**config.mk**
```make
export PLATFORM = sky130hd
export DESIGN_NAME = dmem_arbiter
export DESIGN_NICKNAME = d
export VERILOG_FILES = /design/src/rtl/dmem_arbiter.sv
export SDC_FILE = /design/constraint.sdc
export NUM_CORES = 1
export LEC_CHECK = 0
export CAP_MARGIN = 20
export CORE_UTILIZATION = 42
export DETAILED_ROUTE_END_ITERATION = 8
export PLACE_DENSITY = 0.85
export SETUP_SLACK_MARGIN = 0.5
export SYNTH_ARGS = -nofsm -noshare
export SYNTH_HDL_FRONTEND = slang
export SYNTH_SLANG_ARGS = --single-unit
```
**constraint.sdc**
```tcl
create_clock -name clk -period 4.7 [get_ports clk]
set_clock_uncertainty 0.2 [all_clocks]
set_input_delay 1.41 -clock clk [delete_from_list [all_inputs] [get_ports clk]]
set_output_delay 1.41 -clock clk [all_outputs]
set_load 0.02 [all_outputs]
```
**src/rtl/dmem_arbiter.sv**
```systemverilog
// rtl/dmem_arbiter.sv - two-port req/ack arbiter in front of a single-port data memory
//
// Purpose: shares one data memory between the CPU load/store path and a
// debug/loader port. Every access is sequenced through IDLE -> WRITE or
// IDLE -> READ -> RESP. The CPU wins ties, but after STARVE_MAX consecutive
// CPU wins over a waiting debug request, the debug port is granted.
//
// Ports:
//   clk, rst                 clock (rising edge), asynchronous active-low reset
//   cpu_req/we/addr/wdata    CPU request, held stable until cpu_ack
//   cpu_ack, cpu_rdata       one-cycle completion pulse, read data (rdata_q)
//   dbg_req/we/addr/wdata    debug request, held stable until dbg_ack
//   dbg_ack, dbg_rdata       one-cycle completion pulse, read data (rdata_q)
//   mem_addr, mem_wdata      latched request address / write data
//   mem_rd, mem_wr           memory strobes, high only in READ / WRITE
//   mem_rdata                memory read data, valid RD_LAT cycles after mem_rd rises
//   busy                     high whenever the FSM is not IDLE
module dmem_arbiter #(
  parameter int ADDR_W     = 8,
  parameter int DATA_W     = 16,
  parameter int RD_LAT     = 1,
  parameter int STARVE_MAX = 4
) (
  input  logic              clk,
  input  logic              rst,
  input  logic              cpu_req,
  input  logic              cpu_we,
  input  logic [ADDR_W-1:0] cpu_addr,
  input  logic [DATA_W-1:0] cpu_wdata,
  output logic              cpu_ack,
  output logic [DATA_W-1:0] cpu_rdata,
  input  logic              dbg_req,
  input  logic              dbg_we,
  input  logic [ADDR_W-1:0] dbg_addr,
  input  logic [DATA_W-1:0] dbg_wdata,
  output logic              dbg_ack,
  output logic [DATA_W-1:0] dbg_rdata,
  output logic [ADDR_W-1:0] mem_addr,
  output logic              mem_rd,
  output logic              mem_wr,
  output logic [DATA_W-1:0] mem_wdata,
  input  logic [DATA_W-1:0] mem_rdata,
  output logic              busy
);

  typedef enum logic [1:0] {IDLE, WRITE, READ, RESP} state_t;

  // RD_LAT is 1..4, so the in-read cycle index fits in two bits.
  localparam int LAT_W = 2;
  localparam int CNT_W = $clog2(STARVE_MAX + 1);
  localparam logic [LAT_W-1:0] LAT_LAST = LAT_W'(RD_LAT - 1);
  localparam logic [CNT_W-1:0] CNT_MAX  = CNT_W'(STARVE_MAX);

  state_t            state_q, state_d;
  logic [LAT_W-1:0]  lat_cnt_q, lat_cnt_d;
  logic [CNT_W-1:0]  starve_q, starve_d;
  logic              gnt_dbg_q, gnt_dbg_d;
  logic [ADDR_W-1:0] addr_q, addr_d;
  logic [DATA_W-1:0] wdata_q, wdata_d;
  logic [DATA_W-1:0] rdata_q, rdata_d;
  logic              pick_dbg;

  always_ff @(posedge clk or negedge rst) begin
    if (!rst) begin
      state_q   <= IDLE;
      lat_cnt_q <= '0;
      starve_q  <= '0;
      gnt_dbg_q <= 1'b0;
      addr_q    <= '0;
      wdata_q   <= '0;
      rdata_q   <= '0;
    end else begin
      state_q   <= state_d;
      lat_cnt_q <= lat_cnt_d;
      starve_q  <= starve_d;
      gnt_dbg_q <= gnt_dbg_d;
      addr_q    <= addr_d;
      wdata_q   <= wdata_d;
      rdata_q   <= rdata_d;
    end
  end

  // Debug wins when it is alone, or when it has been passed over STARVE_MAX times.
  assign pick_dbg = dbg_req && (!cpu_req || (starve_q == CNT_MAX));

  always_comb begin
    state_d   = state_q;
    lat_cnt_d = lat_cnt_q;
    starve_d  = starve_q;
    gnt_dbg_d = gnt_dbg_q;
    addr_d    = addr_q;
    wdata_d   = wdata_q;
    rdata_d   = rdata_q;
    case (state_q)
      IDLE: begin
        if (cpu_req || dbg_req) begin
          gnt_dbg_d = pick_dbg;
          lat_cnt_d = '0;
          if (pick_dbg) begin
            starve_d = '0;
            addr_d   = dbg_addr;
            wdata_d  = dbg_wdata;
            state_d  = dbg_we ? WRITE : READ;
          end else begin
            // Reaching CNT_MAX forces the next contested grant to debug,
            // so this increment never passes the saturation value.
            if (dbg_req) starve_d = starve_q + CNT_W'(1);
            addr_d  = cpu_addr;
            wdata_d = cpu_wdata;
            state_d = cpu_we ? WRITE : READ;
          end
        end
      end
      WRITE: state_d = IDLE;
      READ: begin
        if (lat_cnt_q == LAT_LAST) begin
          rdata_d = mem_rdata;
          state_d = RESP;
        end else begin
          lat_cnt_d = lat_cnt_q + LAT_W'(1);
        end
      end
      RESP: state_d = IDLE;
      default: state_d = IDLE;
    endcase
  end

  // Strobes and acks decode the registered state directly so that an
  // asynchronous reset removes them without waiting for a clock.
  assign mem_rd    = (state_q == READ);
  assign mem_wr    = (state_q == WRITE);
  assign cpu_ack   = ((state_q == WRITE) || (state_q == RESP)) && !gnt_dbg_q;
  assign dbg_ack   = ((state_q == WRITE) || (state_q == RESP)) &&  gnt_dbg_q;
  assign busy      = (state_q != IDLE);
  assign mem_addr  = addr_q;
  assign mem_wdata = wdata_q;
  assign cpu_rdata = rdata_q;
  assign dbg_rdata = rdata_q;

endmodule

```
==> qor.yml, run 1 <==
outcome:
  run_status: "complete, no violations"
yosys:
  mean_instance_size_in_the_synthesized_netlist_sq_um: 10.3
  synth_largest_type_area_fraction_pct: 48.7
  post_synthesis_share_of_cell_area_spent_on_xor_and_xnor_gates_pct: 0
  number_of_enable_type_register_cells_in_the_synthesized_netlist: 0
  total_of_flip_flops_plus_latches_after_synthesis: 48
  synth.area.top_cells: "sky130_fd_sc_hd__dfrtp_1, sky130_fd_sc_hd__a31oi_1, sky130_fd_sc_hd__mux2_4"
  most_used_standard_cell_by_instance_count_after_synthesis: "sky130_fd_sc_hd__dfrtp_1"
  yosys-mux-area-fraction_pct: 9.73
  synth_cells: 239
  synthAdderAreaFrac_pct: 1.52
  synth.cells.most_frequent: "sky130_fd_sc_hd__dfrtp_1, sky130_fd_sc_hd__a21oi_1, sky130_fd_sc_hd__o21ai_0, sky130_fd_sc_hd__a31oi_1, sky130_fd_sc_hd__nand3_1"
  cell_area_synth_sq_um: 2470
  asyncSetResetFlopFracSynth_pct: 100
  synth_top_flop_cell: "sky130_fd_sc_hd__dfrtp_1"
  synth.largest_area_cell: "sky130_fd_sc_hd__dfrtp_1"
  synth_compound_area_share_pct: 19.7
  yosys_warnings: 0
  syn_nets: 312
  yosysSeqAreaShare_pct: 48.7
  yosys.area_share.simple_pct: 10.4
  post_synth_num_cell_types: 33
  synth_top_family_by_area: "compound AO/OA/AOI/OAI gates"
detailed_routing:
  route.antenna.remaining_nets: 0
  drc: 0
  route.final.wire_length_um: 6900
  dr_pass1_iterations: 4
  total_number_of_vias: 2217
  drt_first_iter_violations: 123
  wl_per_cell_um: 16.5
  vias_per_cell: 5.32
pwr:
  power.share.combinational_pct: 57.6
  max_ir_drop_vdd_uv: 378
  p_sw_w: 0.00102
  share_clk_of_total_power_pct: 12.5
  intPower_w: 0.00155
  share_seq_of_total_power_pct: 29.9
  power.static_leakage_nw: 1.52
  power.share.switching_pct: 39.7
  pwr_density_cell_nw_per_um2: 677
floorplan:
  floorplan.core_area_sq_um: 5570
  placement_rows: 27
  die_w_um: 78.7
  chipHeight_um: 78.7
  top_level_ports: 131
  floorplan.die_area_sq_um: 6190
  initial_core_util_pct: 44.3
global_route:
  grt_start_max_net_pins: 49
  grt_antenna_before_repair: 0
  grt_pass1_vias: 2070
  grt.overflow.total: 0
  first_pass_grt_wire_length_um: 10500
  grt_util_all_layers_pct: 22.5
sta:
  fmax_mhz: 300
  rsz0062_at_grt: "false"
  finalSetupViolations: 0
  slew_headroom_pct: 36.6
  finalHoldViolCount: 0
  final-max-slew-violation-count: 0
  layout_worst_path_cycle_share_pct: 71.0
  tns_ns: 0
  worst_slew_pin_slew_ns: 0.951
  layout_min_cycle_time_ns: 3.34
place:
  placer_congestion: 0.764
  dpl.hpwl_um: 4930
  place.port_buffers: 130
clock_network:
  cts_resized: 0
  number_of_buffers_added_to_fix_hold_violations_after_cts: 0
  clockBufferDepth: 2
  clock-sinks: 48
  tritoncts_clock_tree: "yes"
  worst_skew_pair.late_latency_ns: 0.29
  clock_tree.htree_level_count: 2
  post-cts-setup-buffer-count: 0
  tritoncts.num_buffers: 5
  cts.root.buffer_cell: "sky130_fd_sc_hd__clkbuf_8"
  cts.reportedPaths.clkPinSlew_ns: 0.09
setup_path:
  r2r.worst_path.cells: 5
  crit_buf_inv: 2
  crit_path_max_fanout: 32
  cpLargestDelayFamily: "simple AND/OR/NAND/NOR gates"
  critical_path.slowest_cell: "sky130_fd_sc_hd__nor2_2"
  crit-reg2reg-launch: "starve_q[0]"
  delay_of_the_slowest_cell_on_the_worst_path_ns: 0.73
  critPathKind: "input port to flip-flop"
  rrSetupSlack_ns: 2.52
  timing.critical_path.required_ns: 4.62
  crit_path_end_kind: "flip-flop"
  arrival_ns: 3.26
  crit_start: "dbg_req"
  cp.depth: 5
  timing.critical_path.cells: "clkdlybuf4s50_1 -> buf_4 -> nor2_1 -> nor2_2 -> a31oi_1"
  cp-endpoint: "mem_addr[1]"
  cp-start-kind: "input port"
  timing.rr.end: "state_q[0]"
final_layout:
  fillerInstances: 413
  antenna_cells_inserted: 0
  area_delta_synth_final_pct: 53.7
  drive_gt1_share_pct: 10.7
  finish.utilization_pct: 68.1
  finalNetCount: 417
run:
  maxCapViolations: 0
worst_hold_path:
  timing.hold.worst.class: "flip-flop to flip-flop"
-- worst reg2reg max path, cell delays in order (launching register included) --
cell	delay (ns)
sky130_fd_sc_hd__dfrtp_1	0.39
sky130_fd_sc_hd__inv_1	0.09
sky130_fd_sc_hd__ha_1	0.24
sky130_fd_sc_hd__a21bo_1	0.67
sky130_fd_sc_hd__a21boi_0	0.21
sky130_fd_sc_hd__o31a_1	0.27
-- area by class of cell --
type / count / area (sq um) / area share, %
repair buffers: 133 / 1330 / 35.1
flip-flops and latches: 48 / 1200 / 31.7
multi-input cells: 150 / 1020 / 26.9
clock buffers: 7 / 96.3 / 2.54
well taps: 72 / 90.1 / 2.37
clock inverters: 1 / 30.0 / 0.792
inverters: 6 / 22.5 / 0.594
-- cell usage in the layout (no fill, tap or decap), types with 2 or more instances in the layout --
cell type / instances
sky130_fd_sc_hd__clkdlybuf4s50_1: 129
sky130_fd_sc_hd__buf_4: 2
sky130_fd_sc_hd__nor3b_1: 2
sky130_fd_sc_hd__mux2_2: 8
sky130_fd_sc_hd__ha_1: 3
sky130_fd_sc_hd__nor2b_1: 3
sky130_fd_sc_hd__nand3_1: 24
sky130_fd_sc_hd__a31oi_1: 24
sky130_fd_sc_hd__nand4_1: 2
sky130_fd_sc_hd__o21ai_1: 3
sky130_fd_sc_hd__and3_1: 2
sky130_fd_sc_hd__a22o_1: 2
sky130_fd_sc_hd__nor3_1: 2
sky130_fd_sc_hd__inv_1: 6
sky130_fd_sc_hd__nor2_2: 2
sky130_fd_sc_hd__a21oi_1: 25
sky130_fd_sc_hd__mux2_4: 10
sky130_fd_sc_hd__o21ai_0: 25
sky130_fd_sc_hd__clkbuf_8: 7
sky130_fd_sc_hd__dfrtp_1: 48
sky130_fd_sc_hd__nor2_1: 3
-- routing by layer --
metal / track usage, % / up-vias / routed length [um]
li1: - / 1059 / -
met1: 26.8 / 1041 / 2720
met2: 40.0 / 110 / 3530
met3: 5.12 / 7 / 571
met4: 6.67 / 0 / 76
met5: 0 / - / 0
-- state kept, by name, summed over array words and instances, names as in the netlist --
signal,count
cpu_rdata,16
gnt_dbg_q,1
lat_cnt_q,2
mem_addr,8
mem_wdata,16
starve_q,3
state_q,2
-- worst min path at each step --
| stage | start | end | slack [ns] | cells after the start |
|---|---|---|---|---|
| 2_1_floorplan | lat_cnt_q[1] | lat_cnt_q[1] | 0.27 | 1 |
| 3_3_place_gp | lat_cnt_q[1] | lat_cnt_q[1] | 0.28 | 1 |
| 3_5_place_dp | lat_cnt_q[0] | lat_cnt_q[0] | 0.31 | 1 |
| 4_1_cts | lat_cnt_q[0] | lat_cnt_q[0] | 0.33 | 1 |
| 5_1_grt | cpu_rdata[11] | cpu_rdata[11] | 0.36 | 1 |
| 6_report | lat_cnt_q[0] | lat_cnt_q[0] | 0.33 | 1 |
-- through the flow --
stage / hold WS (ns) / cell area (sq um) / total power (W) / setup slack (ns) / cells
6_report: 0.333 / 3790 / 0.00257 / 1.36 / 417
4_1_cts: 0.333 / 3770 / 0.00258 / 1.39 / 416
2_1_floorplan: 0.266 / 2470 / 0.00165 / 2.21 / 239
3_5_place_dp: 0.313 / 3650 / 0.00225 / 1.08 / 408
3_3_place_gp: 0.283 / 3650 / 0.00221 / 1.18 / 408
5_1_grt: 0.358 / 3790 / 0.00271 / 1.23 / 417
-- cells by family (layout without fill, tap and decap cells) --
family,after synthesis,count (layout)
AO/OA/AOI/OAI,84,84
multiplexers,18,18
adder cells (fa/ha/maj),3,3
buffers and inverters,41,147
flip-flops,48,48
AND/OR/NAND/NOR,45,45
-- power by group through the flow --
stage / logic, W / clock network [W] / registers, W
floorplan: 0.000697 / 0 / 0.000956
global placement: 0.00145 / 0 / 0.000758
detailed placement: 0.00148 / 0 / 0.000772
CTS: 0.00148 / 0.000326 / 0.000767
global route: 0.00157 / 0.000343 / 0.000794
finish: 0.00148 / 0.000322 / 0.000767
(Power assumes the default switching activity.)
==> run 2: changes to the inputs <==
CORE_UTILIZATION = 39   (was 42)
PLACE_DENSITY = 0.8   (was 0.85)
clock period = 3.2 ns   (was 4.7 ns; I/O delays follow)
==> run 2 against run 1 <==
Net effect: critical path type is now flip-flop to output port; sequential share of layout area is essentially flat; core utilization shrank 5.0 points; clock power grew 6%; sequential cell count is the same; critical path depth shrank 3; via count grew 1.9%; cell count grew 2.4%; wire length shrank 1.5%.
==> qor.yml, run 2 (synthesis results as in run 1) <==
clock_network:
  worst_skew_pair.late_latency_ns: 0.30
  clockBufferDepth: 2
  tritoncts_clock_tree: "yes"
  clock_tree.htree_level_count: 2
  cts.root.buffer_cell: "sky130_fd_sc_hd__clkbuf_8"
  clock-sinks: 48
  tritoncts.num_buffers: 5
  cts.reportedPaths.clkPinSlew_ns: 0.08
sta:
  finalHoldViolCount: 0
  rsz0062_at_grt: "false"
  tns_ns: 0
  finalSetupViolations: 0
  final-max-slew-violation-count: 0
  worst_slew_pin_slew_ns: 0.642
  fmax_mhz: 382
  slew_headroom_pct: 57.1
  layout_min_cycle_time_ns: 2.61
  layout_worst_path_cycle_share_pct: 81.7
place:
  dpl.hpwl_um: 5000
  place.port_buffers: 130
  placed_cells_incl_taps: 417
  placer_congestion: 0.833
setup_path:
  arrival_ns: 1.45
  crit_buf_inv: 1
  crit_path_end_kind: "output port"
  delay_of_the_slowest_cell_on_the_worst_path_ns: 0.60
  timing.critical_path.required_ns: 2.04
  critPathKind: "flip-flop to output port"
  critical_path.slowest_cell: "sky130_fd_sc_hd__clkdlybuf4s50_1"
  timing.critical_path.cells: "and2_1 -> clkdlybuf4s50_1"
  cpLargestDelayFamily: "buffers and inverters"
  crit_path_max_fanout: 6
  r2r.worst_path.cells: 6
  cp.depth: 2
  cp-start-kind: "flip-flop"
detailed_routing:
  detailroute.wirelength.met3_um: 610
  total_number_of_vias: 2259
  detailroute.wirelength.met2_um: 3280
  route.antenna.remaining_nets: 0
  route.final.wire_length_um: 6790
  drt_first_iter_violations: 166
  highest-signal-layer: "met4"
  wl_per_cell_um: 15.9
  drc: 0
  vias_per_cell: 5.29
  wl_met1_um: 2820
  dr_pass1_iterations: 4
pwr:
  pwr_density_cell_nw_per_um2: 960
  power.share.switching_pct: 40.5
  intPower_w: 0.00217
  share_clk_of_total_power_pct: 9.3
  power.static_leakage_nw: 1.56
  power.share.combinational_pct: 60.3
  max_ir_drop_vdd_uv: 658
  total_power_w: 0.00365
  share_seq_of_total_power_pct: 30.3
  p_sw_w: 0.00148
outcome:
  run_status: "complete, no violations"
global_route:
  grt_start_max_net_pins: 34
  grt_pass1_vias: 2047
  first_pass_grt_wire_length_um: 10300
  grt_util_all_layers_pct: 20.9
  grt_antenna_before_repair: 0
  grt.overflow.total: 0
final_layout:
  drive_gt1_share_pct: 12.8
  area_delta_synth_final_pct: 54.0
  finish.utilization_pct: 63.1
  most-common-layout-cells: "sky130_fd_sc_hd__clkdlybuf4s50_1, sky130_fd_sc_hd__dfrtp_1, sky130_fd_sc_hd__o21ai_0, sky130_fd_sc_hd__a21oi_1"
  antenna_cells_inserted: 0
  post_layout_nonfiller_instances: 427
  final_common_cell: "sky130_fd_sc_hd__clkdlybuf4s50_1"
  finalNetCount: 425
floorplan:
  chipHeight_um: 81.6
  floorplan.core_area_sq_um: 6030
  top_level_ports: 131
  initial_core_util_pct: 41.0
  floorplan.die_area_sq_um: 6650
  placement_rows: 28
  die_w_um: 81.6
worst_hold_path:
  hold-path-cell-count: 1
  timing.hold.worst.class: "flip-flop to flip-flop"
run:
  maxCapViolations: 0
## run 2: cell count changes in the layout (fill, tap and decap cells not counted), sizes merged
cell	before	now
clkdlybuf4s50	129	125
dlygate4sd2	0	2
clkbuf	7	6
bufinv	1	0
dlymetal6s2s	0	2
buf	4	12
clkinv	0	1
## run 2: layout make-up
| class | instances | area, sq um |
|---|---|---|
| Timing Repair Buffer | 141 | 1380 |
| Sequential cell | 48 | 1200 |
| Tap cell | 75 | 93.8 |
| Multi-Input combinational cell | 150 | 1020 |
| Fill cell | 498 | 2220 |
| Clock buffer | 6 | 72.6 |
| Inverter | 6 | 22.5 |
| Clock inverter | 1 | 5.00 |
## run 2: what timing repair did
action / CTS / global route
gates resized for setup: 4 / 2
setup buffers: 0 / 3
hold buffers: 0 / 0
endpoints found under the setup margin: 5 / 3
## run 2: layer usage
metal | global-route usage, % | vias to the layer above
met5 | 0 | -
met2 | 35.8 | 113
met1 | 25.4 | 1059
met4 | 6.43 | 0
li1 | - | 1080
met3 | 5.44 | 7
## run 2: final timing paths
| check | startpoint | endpoint | slack, ns |
|---|---|---|---|
| max | state_q[0] | dbg_ack | 0.59 |
| min | lat_cnt_q[1] | lat_cnt_q[1] | 0.32 |
| max reg2reg | starve_q[0] | starve_q[0] | 1.28 |
| min reg2reg | lat_cnt_q[1] | lat_cnt_q[1] | 0.32 |
| max in group asynchronous | rst | mem_wdata[1] | 1.67 |
| min in group asynchronous | rst | gnt_dbg_q | 0.36 |
## run 2: per-stage QoR
step	setup slack [ns]	hold slack, ns	instance area (sq um)
floorplan	1.16	0.266	2470
global placement	0.468	0.285	3700
detailed placement	0.406	0.298	3700
CTS	0.500	0.321	3770
global route	0.540	0.357	3800
finish	0.585	0.319	3800
## run 2: power by group through the flow
stage / Clock (W) / Combinational, W / Sequential, W
finish: 0.000340 / 0.00220 / 0.00111
global route: 0.000372 / 0.00236 / 0.00115
CTS: 0.000349 / 0.00219 / 0.00112
detailed placement: 0 / 0.00219 / 0.00112
global placement: 0 / 0.00216 / 0.00111
floorplan: 0 / 0.00102 / 0.00140
==> run 3: changes to the inputs <==
CORE_UTILIZATION = 36   (was 39)
PLACE_DENSITY = 0.77   (was 0.8)
clock period = 2.4 ns   (was 3.2 ns; I/O delays follow)
==> run 3 against run 2 <==
Net effect: the flow now finishes with violations (DRC); sequential power grew 33%; core utilization shrank 5.2 points; sequential share of layout area grew 0.35 points; critical path type unchanged.
==> qor.yml, run 3 (synthesis results as in run 1) <==
final_layout:
  finish.utilization_pct: 57.9
  post_layout_nonfiller_instances: 443
  finalNetCount: 438
  drive_gt1_share_pct: 34.4
  fillerInstances: 586
  most-common-layout-cells: "sky130_fd_sc_hd__clkdlybuf4s50_1, sky130_fd_sc_hd__buf_2, sky130_fd_sc_hd__dfrtp_1"
  antenna_cells_inserted: 0
  area_delta_synth_final_pct: 52.3
  final_common_cell: "sky130_fd_sc_hd__clkdlybuf4s50_1"
  finish.instance_area_sq_um: 3760
clock_network:
  tritoncts.num_buffers: 5
  cts.reportedPaths.clkPinSlew_ns: 0.09
  cts.root.buffer_cell: "sky130_fd_sc_hd__clkbuf_8"
  tritoncts_clock_tree: "yes"
  clockBufferDepth: 2
  worst_skew_pair.late_latency_ns: 0.30
  clock-sinks: 48
  number_of_buffers_added_to_fix_hold_violations_after_cts: 0
  clock_tree.htree_level_count: 2
pwr:
  p_sw_w: 0.00207
  power.share.combinational_pct: 56.9
  power.static_leakage_nw: 1.63
  intPower_w: 0.00271
  share_clk_of_total_power_pct: 12.1
  power.share.switching_pct: 43.3
  max_ir_drop_vdd_uv: 468
  pwr_density_cell_nw_per_um2: 1270
  share_seq_of_total_power_pct: 31.0
  total_power_w: 0.00479
global_route:
  grt_pass1_vias: 2354
  first_pass_grt_wire_length_um: 12000
  grt_util_all_layers_pct: 21.5
  grt.overflow.total: 0
  grt_antenna_before_repair: 0
  grt_start_max_net_pins: 29
setup_path:
  timing.critical_path.required_ns: 1.48
  crit_path_end_kind: "output port"
  crit_path_max_fanout: 6
  delay_of_the_slowest_cell_on_the_worst_path_ns: 0.47
  crit-reg2reg-launch: "state_q[1]"
  crit_buf_inv: 2
  arrival_ns: 1.08
  rrSetupSlack_ns: 0.56
  cp-start-kind: "flip-flop"
  critPathKind: "flip-flop to output port"
  cpLargestDelayFamily: "flip-flops"
  critical_path.slowest_cell: "sky130_fd_sc_hd__dfrtp_2"
  r2r.worst_path.cells: 4
  timing.rr.end: "starve_q[0]"
  timing.critical_path.cells: "nor2_4 -> inv_2 -> buf_6"
floorplan:
  floorplan.core_area_sq_um: 6490
  chipHeight_um: 84.8
  initial_core_util_pct: 38.0
  floorplan.die_area_sq_um: 7190
  die_w_um: 84.8
  placement_rows: 29
  top_level_ports: 131
detailed_routing:
  vias_per_cell: 5.36
  wl_per_cell_um: 17.1
  dr_pass1_iterations: 7
  drc: 15
  route.final.wire_length_um: 7590
  total_number_of_vias: 2373
  route.antenna.remaining_nets: 0
  drt_first_iter_violations: 104
place:
  dpl.hpwl_um: 5370
  place.port_buffers: 130
  placement.setup.worst_slack_ns: -0.0783
  placer_congestion: 0.797
  placed_cells_incl_taps: 424
  detailed_place.area_sq_um: 3800
sta:
  layout_worst_path_cycle_share_pct: 83.2
  finalSetupViolations: 0
  finalHoldViolCount: 0
  worst_slew_pin_slew_ns: 0.378
  layout_min_cycle_time_ns: 2.00
  rsz0062_at_grt: "true"
  setup_slack_ns: 0.403
  slew_headroom_pct: 74.8
  final-max-slew-violation-count: 0
  fmax_mhz: 501
worst_hold_path:
  timing.hold.worst.class: "input port to asynchronous set/reset pin"
outcome:
  run_status: "finished, violations left"
  violations: "DRC"
run:
  maxCapViolations: 0
run 3: cell count changes in the layout (fill, tap and decap cells not counted), sizes merged:
| cell | before | now |
|---|---|---|
| clkbuf | 6 | 7 |
| dlymetal6s2s | 2 | 0 |
| bufinv | 0 | 1 |
| buf | 12 | 79 |
| dlygate4sd2 | 2 | 1 |
| inv | 6 | 5 |
| clkinvlp | 0 | 2 |
| clkdlybuf4s15 | 0 | 6 |
| clkdlybuf4s50 | 125 | 66 |
run 3: timing repair:
action	CTS	global route
pin swaps	0	1
resized for setup	203	58
cloned	1	0
setup endpoints to repair	93	51
buffers inserted	4	6
run 3: worst max-delay path by stage:
stage | start | endpoint | cells past startpoint
after floorplan | dbg_req | mem_addr[0] | 5
after global placement | dbg_req | state_q[1] | 4
after detailed placement | dbg_req | mem_addr[7] | 4
after CTS | state_q[0] | busy | 3
after global routing | state_q[0] | busy | 3
final | state_q[0] | busy | 3
run 3: layout make-up:
class / instances / area (sq um) / area share, %
repair inverters: 1 / 7.51 / 0.200
inverters: 6 / 26.3 / 0.699
multi-input cells: 150 / 1040 / 27.6
well taps: 77 / 96.3 / 2.56
repair buffers: 153 / 1280 / 34.1
clock buffers: 6 / 72.6 / 1.93
clock inverters: 2 / 35.0 / 0.932
flip-flops and latches: 48 / 1200 / 32.0
run 3: per-stage QoR:
step	TNS, ns	hold slack (ns)
after floorplan	0	0.224
after global placement	-0.0146	0.282
after detailed placement	-0.963	0.304
after CTS	0	0.127
after global routing	0	0.137
final	0	0.125
run 3: per-layer routing:
metal,up-vias,wire (um),global-route usage [%]
met4,0,80,6.16
li1,1108,-,-
met3,8,667,4.67
met1,1138,3060,26.4
met2,119,3780,38.0
met5,-,0,0
run 3: power by group through the flow:
stage | Combinational, W | Clock (W) | Sequential, W
final | 0.00272 | 0.000580 | 0.00148
after global routing | 0.00290 | 0.000635 | 0.00153
after CTS | 0.00284 | 0.000590 | 0.00149
after detailed placement | 0.00299 | 0 | 0.00151
after global placement | 0.00294 | 0 | 0.00148
after floorplan | 0.00136 | 0 | 0.00187
